===== src/rtl/writeback_stage_pkg.sv =====
// Shared definitions for the writeback stage: field widths, regsel encodings
// and the EX/WB pipeline register payload.
package writeback_stage_pkg;

    localparam int unsigned XLEN   = 32;
    localparam int unsigned REG_AW = 5;
    localparam int unsigned SEL_W  = 2;

    localparam logic [SEL_W-1:0] REGSEL_ALU = 2'd0;
    localparam logic [SEL_W-1:0] REGSEL_HI  = 2'd1;
    localparam logic [SEL_W-1:0] REGSEL_LO  = 2'd2;
    localparam logic [SEL_W-1:0] REGSEL_RSV = 2'd3;

    // EX/WB register contents; an all-zero value is a bubble
    typedef struct packed {
        logic              regwrite;
        logic [SEL_W-1:0]  regsel;
        logic              gpio_in;
        logic [REG_AW-1:0] dest;
        logic [XLEN-1:0]   alu_result;
        logic [XLEN-1:0]   gpio_data;
    } ex_wb_t;

endpackage


===== src/rtl/hilo_reg.sv =====
// Architectural HI/LO register pair.
// Ports: clk, rst (sync, active-high), en (load both), hi_d/lo_d (next values),
//        hi_q/lo_q (current values).
module hilo_reg
    import writeback_stage_pkg::*;
(
    input  logic            clk,
    input  logic            rst,
    input  logic            en,
    input  logic [XLEN-1:0] hi_d,
    input  logic [XLEN-1:0] lo_d,
    output logic [XLEN-1:0] hi_q,
    output logic [XLEN-1:0] lo_q
);

    logic [XLEN-1:0] r_hi;
    logic [XLEN-1:0] r_lo;

    // Both halves always load together (mult/multu result)
    always_ff @(posedge clk) begin
        if (rst) begin
            r_hi <= '0;
            r_lo <= '0;
        end else if (en) begin
            r_hi <= hi_d;
            r_lo <= lo_d;
        end
    end

    assign hi_q = r_hi;
    assign lo_q = r_lo;

endmodule


===== src/rtl/writeback_stage.sv =====
// Writeback stage: EX/WB pipeline register, writeback data select, HI/LO and
// GPIO output registers.
// Ports: clk, rst (sync, active-high), stall, flush, EX-stage controls and data
//        (*_EX), gpio_in_data pins; outputs regwrite_WB/writeaddr_WB/
//        writedata_WB to the register file, hi_q/lo_q, gpio_out.
// Optional build macro: GPIO_SYNC_EN adds a two-flop synchronizer on
// gpio_in_data.
module writeback_stage
    import writeback_stage_pkg::*;
(
    input  logic              clk,
    input  logic              rst,
    input  logic              stall,
    input  logic              flush,
    input  logic              regwrite_EX,
    input  logic [SEL_W-1:0]  regsel_EX,
    input  logic              enhilo_EX,
    input  logic              rdrt_EX,
    input  logic              gpio_out_EX,
    input  logic              gpio_in_EX,
    input  logic [REG_AW-1:0] rd_EX,
    input  logic [REG_AW-1:0] rt_EX,
    input  logic [XLEN-1:0]   alu_result_EX,
    input  logic [XLEN-1:0]   alu_hi_EX,
    input  logic [XLEN-1:0]   gpio_in_data,
    output logic              regwrite_WB,
    output logic [REG_AW-1:0] writeaddr_WB,
    output logic [XLEN-1:0]   writedata_WB,
    output logic [XLEN-1:0]   hi_q,
    output logic [XLEN-1:0]   lo_q,
    output logic [XLEN-1:0]   gpio_out
);

    logic [XLEN-1:0] w_gpio_sample;
    logic            w_commit;
    ex_wb_t          w_ex_next;
    ex_wb_t          r_exwb;
    logic [XLEN-1:0] r_gpio_out;
    logic            w_regwrite;
    logic [XLEN-1:0] w_wdata;

`ifdef GPIO_SYNC_EN
    logic [XLEN-1:0] r_sync1;
    logic [XLEN-1:0] r_sync2;

    // Metastability guard; runs every cycle independent of stall
    always_ff @(posedge clk) begin
        if (rst) begin
            r_sync1 <= '0;
            r_sync2 <= '0;
        end else begin
            r_sync1 <= gpio_in_data;
            r_sync2 <= r_sync1;
        end
    end

    assign w_gpio_sample = r_sync2;
`else
    assign w_gpio_sample = gpio_in_data;
`endif

    // Side effects of the EX instruction happen only if it actually advances
    assign w_commit = ~stall & ~flush;

    // Next EX/WB payload, destination resolved before capture
    always_comb begin
        w_ex_next            = '0;
        w_ex_next.regwrite   = regwrite_EX;
        w_ex_next.regsel     = regsel_EX;
        w_ex_next.gpio_in    = gpio_in_EX;
        w_ex_next.dest       = rdrt_EX ? rt_EX : rd_EX;
        w_ex_next.alu_result = alu_result_EX;
        w_ex_next.gpio_data  = gpio_in_EX ? w_gpio_sample : '0;
    end

    // EX/WB register: stall holds, flush inserts a bubble
    always_ff @(posedge clk) begin
        if (rst) begin
            r_exwb <= '0;
        end else if (!stall) begin
            r_exwb <= flush ? '0 : w_ex_next;
        end
    end

    hilo_reg u_hilo (
        .clk  (clk),
        .rst  (rst),
        .en   (w_commit & enhilo_EX),
        .hi_d (alu_hi_EX),
        .lo_d (alu_result_EX),
        .hi_q (hi_q),
        .lo_q (lo_q)
    );

    // GPIO output register
    always_ff @(posedge clk) begin
        if (rst) begin
            r_gpio_out <= '0;
        end else if (w_commit && gpio_out_EX) begin
            r_gpio_out <= alu_result_EX;
        end
    end

    assign gpio_out = r_gpio_out;

    // Writeback select; $zero is never written, reserved regsel suppresses write
    always_comb begin
        w_regwrite = r_exwb.regwrite && (r_exwb.dest != '0);
        w_wdata    = '0;
        case (r_exwb.regsel)
            REGSEL_ALU: w_wdata = r_exwb.alu_result;
            REGSEL_HI:  w_wdata = r_exwb.gpio_in ? r_exwb.gpio_data : hi_q;
            REGSEL_LO:  w_wdata = lo_q;
            default: begin
                w_wdata    = '0;
                w_regwrite = 1'b0;
            end
        endcase
    end

    assign regwrite_WB  = w_regwrite;
    assign writeaddr_WB = r_exwb.dest;
    assign writedata_WB = w_wdata;

endmodule


===== config.mk =====
export PLATFORM = sky130hd
export DESIGN_NAME = writeback_stage
export DESIGN_NICKNAME = d
export VERILOG_FILES = /design/src/rtl/writeback_stage_pkg.sv /design/src/rtl/hilo_reg.sv /design/src/rtl/writeback_stage.sv
export SDC_FILE = /design/constraint.sdc
export NUM_CORES = 1
export LEC_CHECK = 0
export CAP_MARGIN = 0
export CELL_PAD_IN_SITES_DETAIL_PLACEMENT = 1
export CELL_PAD_IN_SITES_GLOBAL_PLACEMENT = 2
export CORE_UTILIZATION = 27
export CTS_BUF_LIST = sky130_fd_sc_hd__clkbuf_16
export CTS_CLUSTER_SIZE = 10
export DETAILED_ROUTE_END_ITERATION = 8
export HOLD_SLACK_MARGIN = 0.15
export PLACE_DENSITY = 0.91
export RECOVER_POWER = 25
export SLEW_MARGIN = 25
export SYNTH_ARGS = -nofsm -noshare
export SYNTH_HDL_FRONTEND = slang
export SYNTH_SLANG_ARGS = --single-unit

===== constraint.sdc =====
create_clock -name clk -period 3.3 [get_ports clk]
set_input_delay 0.99 -clock clk [delete_from_list [all_inputs] [get_ports clk]]
set_output_delay 0.99 -clock clk [all_outputs]
set_load 0.02 [all_outputs]

-- Word-level counts from Yosys, hierarchy flattened
Index checks and enable logic that the tools add are counted.
- bits of input ports: 117
- bits in registers: 169
- logic and storage cells: 26
- output and inout bits: 134
- bitwise gates (word level): 4
- equal/unequal tests: 2
- muxes and demuxes: 6
- reductions and logical operators: 5
- operators with widths (kind ; count):
    32-bit case mux with 3 select lines ; 1
    73-bit two-way mux ; 1
    32-bit two-way mux ; 2
    5-bit two-way mux ; 1
    5-bit nonzero test ; 1
    3-bit OR reduction ; 1
    1-bit bitwise AND ; 2
    2-bit by 1-bit == test with 1-bit output, second input constant ; 1
    2-bit == test, second input constant ; 1
    1-bit logical AND ; 2
    2-bit logical NOT ; 1
    1-bit NOT ; 2
    1-bit two-way mux ; 1

-- Longest topological paths before layout
- word-level depth: 3
- depth in mapped cells: 6
- gate-level depth less buffers: 3

-- Hierarchy
A second synthesis with hierarchy kept.
- cell total of the unflattened synthesis: 739
- area total of the unflattened synthesis: 6944.2 um^2
- modules (own cells, without submodules) (module ; cells an instance ; area each (um^2) ; sequential area each (um^2) ; times used):
    writeback_stage ; 533 ; 4653.2 ; 2102.0 ; 1
    hilo_reg ; 206 ; 2290.9 ; 1281.2 ; 1

-- Least setup slack after synthesis
OpenSTA, ideal clock, no wires.
- path type: register to output
- start point: register r_exwb[71] (netlist name)
- end point: output writedata_WB[19]
- data arrival time: 1321 ps
- data required time: 2310 ps
- buffers on the path: 2
- path slack: 989 ps
- stages on the path, launching flop included: 5
- path through: dfxtp_1 buf_2 nand2b_1 clkbuf_1 o21ai_0
- cells in the longest elaborated chain, start to end: 2
- elaborated cells between the ends (all ways): 4
- those cells by class: eq/ne: 2; mux: 1; reduce/logical: 1
- ends and longest elaborated chain (element ; RTL line ; source):
    from (decl) ; writeback_stage.sv:37 ; ex_wb_t r_exwb;
    from (signal assigned) ; writeback_stage.sv:81 ; r_exwb <= flush ? '0 : w_ex_next;
    2-bit == test (tied with other cells) ; writeback_stage.sv:110 ; case (r_exwb.regsel)
    32-bit case mux with 3 select lines * ; writeback_stage.sv:110 ;
    to (decl) ; writeback_stage.sv:28 ; output logic [XLEN-1:0] writedata_WB,
Mark *: on every way between the ends. The rest lies on a longest branch, timed or not.

-- Worst setup path after layout
- start point: register r_exwb[69] (netlist name)
- end point: output writedata_WB[6]
- cells in the longest elaborated chain, start to end: 2
- ends and longest elaborated chain (element ; RTL line ; source):
    32-bit two-way mux ; writeback_stage.sv:112 ; REGSEL_HI: w_wdata = r_exwb.gpio_in ? r_exwb.gpio_data : hi_q;
    32-bit case mux with 3 select lines ; writeback_stage.sv:110 ;
Every way passes these cells.

==> results.toml <==
[route]
top_layer = "met4"
met3_length_mm = 1.66
via_per_inst = 4.87
wl_met2_mm = 13.3
dr.pass1.iters = 4
first_iter_violations = 341
drcViolationCount = 0
wl_met1_mm = 11.3
antenna_left = 0
vias = 6636
wl_mm = 26.8
wl_per_cell_um = 19.7

[grt]
gr-total-overflow = 0
antenna_found_initial = 0
grt_pass1_wl_mm = 40.4
grt_start_max_net_pins = 69
track_usage_pct = 20.5
grt_pass1_vias = 6758

[cells_and_area]
diodes = 0
instances_no_fill = 1362
final_nets = 1137
drive_above_1_share_pct = 5.72
n_fill_cell = 2942
area_delta_synth_final_pct = 46.7

[floorplanning]
ios = 251
rows = 58
die_h_um = 162
dieWidth_um = 162
start_util_pct = 27.4
dieArea_sq_um = 26100
coreArea_sq_um = 25100

[placed_design]
place.gp.congestion = 0.797
portBuffers = 250
dpl_worst_slack_ns = 0.440
place_inst = 1331
hpwl_mm = 19.1

[clock_network]
clkLatencyLatePin_ns = 0.43
htreeDepth = 4
clk_pin_slew_worst_paths_ns = 0.06
post-cts-setup-buffers = 0
cts_root_buffer = "clkbuf_16"
cts_sinks = 169
tritoncts = "built"
numCtsBuffers = 17
cts_buffer_depth = 2
ctsHoldBuffers = 0

[sta]
skew_ns = 0
fin_tns_setup_ns = 0
fmaxAchievable_ghz = 0.315
drv_slew = 100
worst_pin_slew_ns = 1.75
period_needed_ns = 3.17
finalHoldViolations = 0
rsz0062_at_grt = "false"
fin_ws_ns = 0.130
setup_viol_count_final = 0
hold_ws_ns = 0.458
min_period_over_period_pct = 96.1
relSlewSlack_pct = -16.6

[worst_setup_path]
r2r-start = "r_exwb[69]$_SDFFE_PP0N_"
worstPathRequired_ns = 2.31
crit_path_max_fanout = 25
arrival_ns = 2.18
critPathKind = "reg -> out"
startpoint_type = "flip-flop"
cp-startpoint = "r_exwb[69]$_SDFFE_PP0N_"
end_kind = "output pin"

[pwr]
p_leak_nw = 3.41
ir_worst_vdd_uv = 272
power_mw = 4.86
p_per_area_nw_per_um2 = 481
p_int_mw = 3.55
pwr-share-comb_pct = 13.1
switching_power_mw = 1.31
p_clk_share_pct = 42.3
seqPwrFrac_pct = 44.5
netSwitchingFraction_pct = 27.0

[synth]
synth_top_area_share_pct = 49.2
syn_avg_cell_area_sq_um = 8.49
synthesis.area_sq_um = 6880
seq_area_frac_synth_pct = 49.2
synth_area_leaders = "dfxtp_1 49%, nand2_1 11%, a21oi_1 10%"
synthDistinctLibCells = 26
yosys_warnings = 0
ys_ff_latch = 169
synth_nets = 928
syn_inst = 811
yosysTopAreaCell = "dfxtp_1"

[worst_hold_path]
holdCritStartpoint = "gpio_out[30]$_SDFFE_PP0P_"
hp-class = "reg -> reg"

[status]
status = "complete, but fails checks"
violations = "capacitance limit, slew limit"

[run]
cap_violations = 2
==> routing by layer <==
layer,vias to the layer above,track usage (%)
met4,0,6.35
met1,3220,24.0
met3,27,5.21
li1,3179,-
met5,-,0
met2,210,36.4
==> Yosys cell counts <==
cell	number
a21oi_1	142
a221oi_1	1
a22o_1	32
a22oi_1	22
buf_1	9
buf_2	20
buf_4	15
buf_6	11
clkbuf_1	22
dfxtp_1	169
inv_1	2
mux2i_1	37
nand2_1	197
nand2b_1	1
nor2_1	38
nor2_2	1
nor2_4	1
nor2b_1	2
nor3_1	1
nor3b_1	47
nor3b_2	1
o21ai_0	27
o21ai_1	10
or3_4	1
or3b_1	1
or3b_2	1
==> registers in the layout, summed over array words and instances, names as in the netlist <==
| register | cells |
|---|---|
| u_hilo.lo_q | 32 |
| writeaddr_WB | 5 |
| r_exwb | 68 |
| u_hilo.hi_q | 32 |
| gpio_out | 32 |
==> repair_timing <==
item	in CTS	in global routing
cloned	0	0
endpoints found under the setup margin	12	30
hold endpoints to repair	0	0
gates resized for setup	2	2
==> layout by cell type (no fill, tap or decap), drive strengths merged <==
cell	Yosys	routed
clkdlybuf4s50	0	244
nand2	197	197
dfxtp	169	169
a21oi	142	142
nor3b	48	48
nor2	40	40
mux2i	37	37
o21ai	37	37
a22o	32	32
a22oi	22	22
clkbuf	22	21
buf	55	17
inv	2	9
clkinvlp	0	3
clkinv	0	2
bufinv	0	2
nor2b	2	2
or3b	2	2
nand2b	1	1
nor3	1	1
a221oi	1	1
or3	1	1
dlygate4sd3	0	1
dlygate4sd2	0	1
==> metrics by stage <==
step           cell area (sq um)  util (%)
2_1_floorplan               6880         -
3_3_place_gp                9530      38.0
3_5_place_dp                9530      38.0
4_1_cts                    10100      40.3
5_1_grt                    10100      40.2
6_report                   10100      40.2
==> worst max-delay path: stages, from the launching register on <==
cell             delay [ns]
dfxtp_2                0.51
buf_12                 0.25
mux2i_1                0.13
o21ai_0                0.19
clkdlybuf4s50_1        0.64
==> layout make-up <==
type	count	area, sq um	area share (%)
sequential	169	3390	33.5
multi-input combinational	563	3050	30.2
timing repair buffer	267	2660	26.3
clock buffer	17	425	4.21
tap	330	413	4.09
clock inverter	14	161	1.60
inverter	2	7.51	0.0743
==> cells by family (layout without fill, tap and decap cells) <==
group           after synthesis  in the layout  share of synthesized area (%)
flops                       169            169                           49.2
mux                          37             37                           5.38
compound gates              234            234                           19.6
buf+inv                      79            300                           6.69
simple gates                292            292                           19.1
==> power groups by stage <==
stage                     Clock (mW)  Sequential (mW)  Combinational [mW]
after detailed placement           0             2.21               0.645
after global routing            2.19             2.17               0.685
after CTS                       2.11             2.16               0.648
after floorplan                    0             2.23               0.262
final                           2.06             2.16               0.638
after global placement             0             2.21               0.636
==> path summary, 6_finish.rpt <==
kind / cells after the start / slack [ns] / to
worst max-delay path: 4 / 0.13 / writedata_WB[6]
worst max register to register: 3 / 2.24 / r_exwb[69]$_SDFFE_PP0N_
worst min register to register: 2 / 0.46 / gpio_out[30]$_SDFFE_PP0P_
worst min-delay path: 2 / 0.46 / gpio_out[30]$_SDFFE_PP0P_
(Power assumes the default switching activity.)
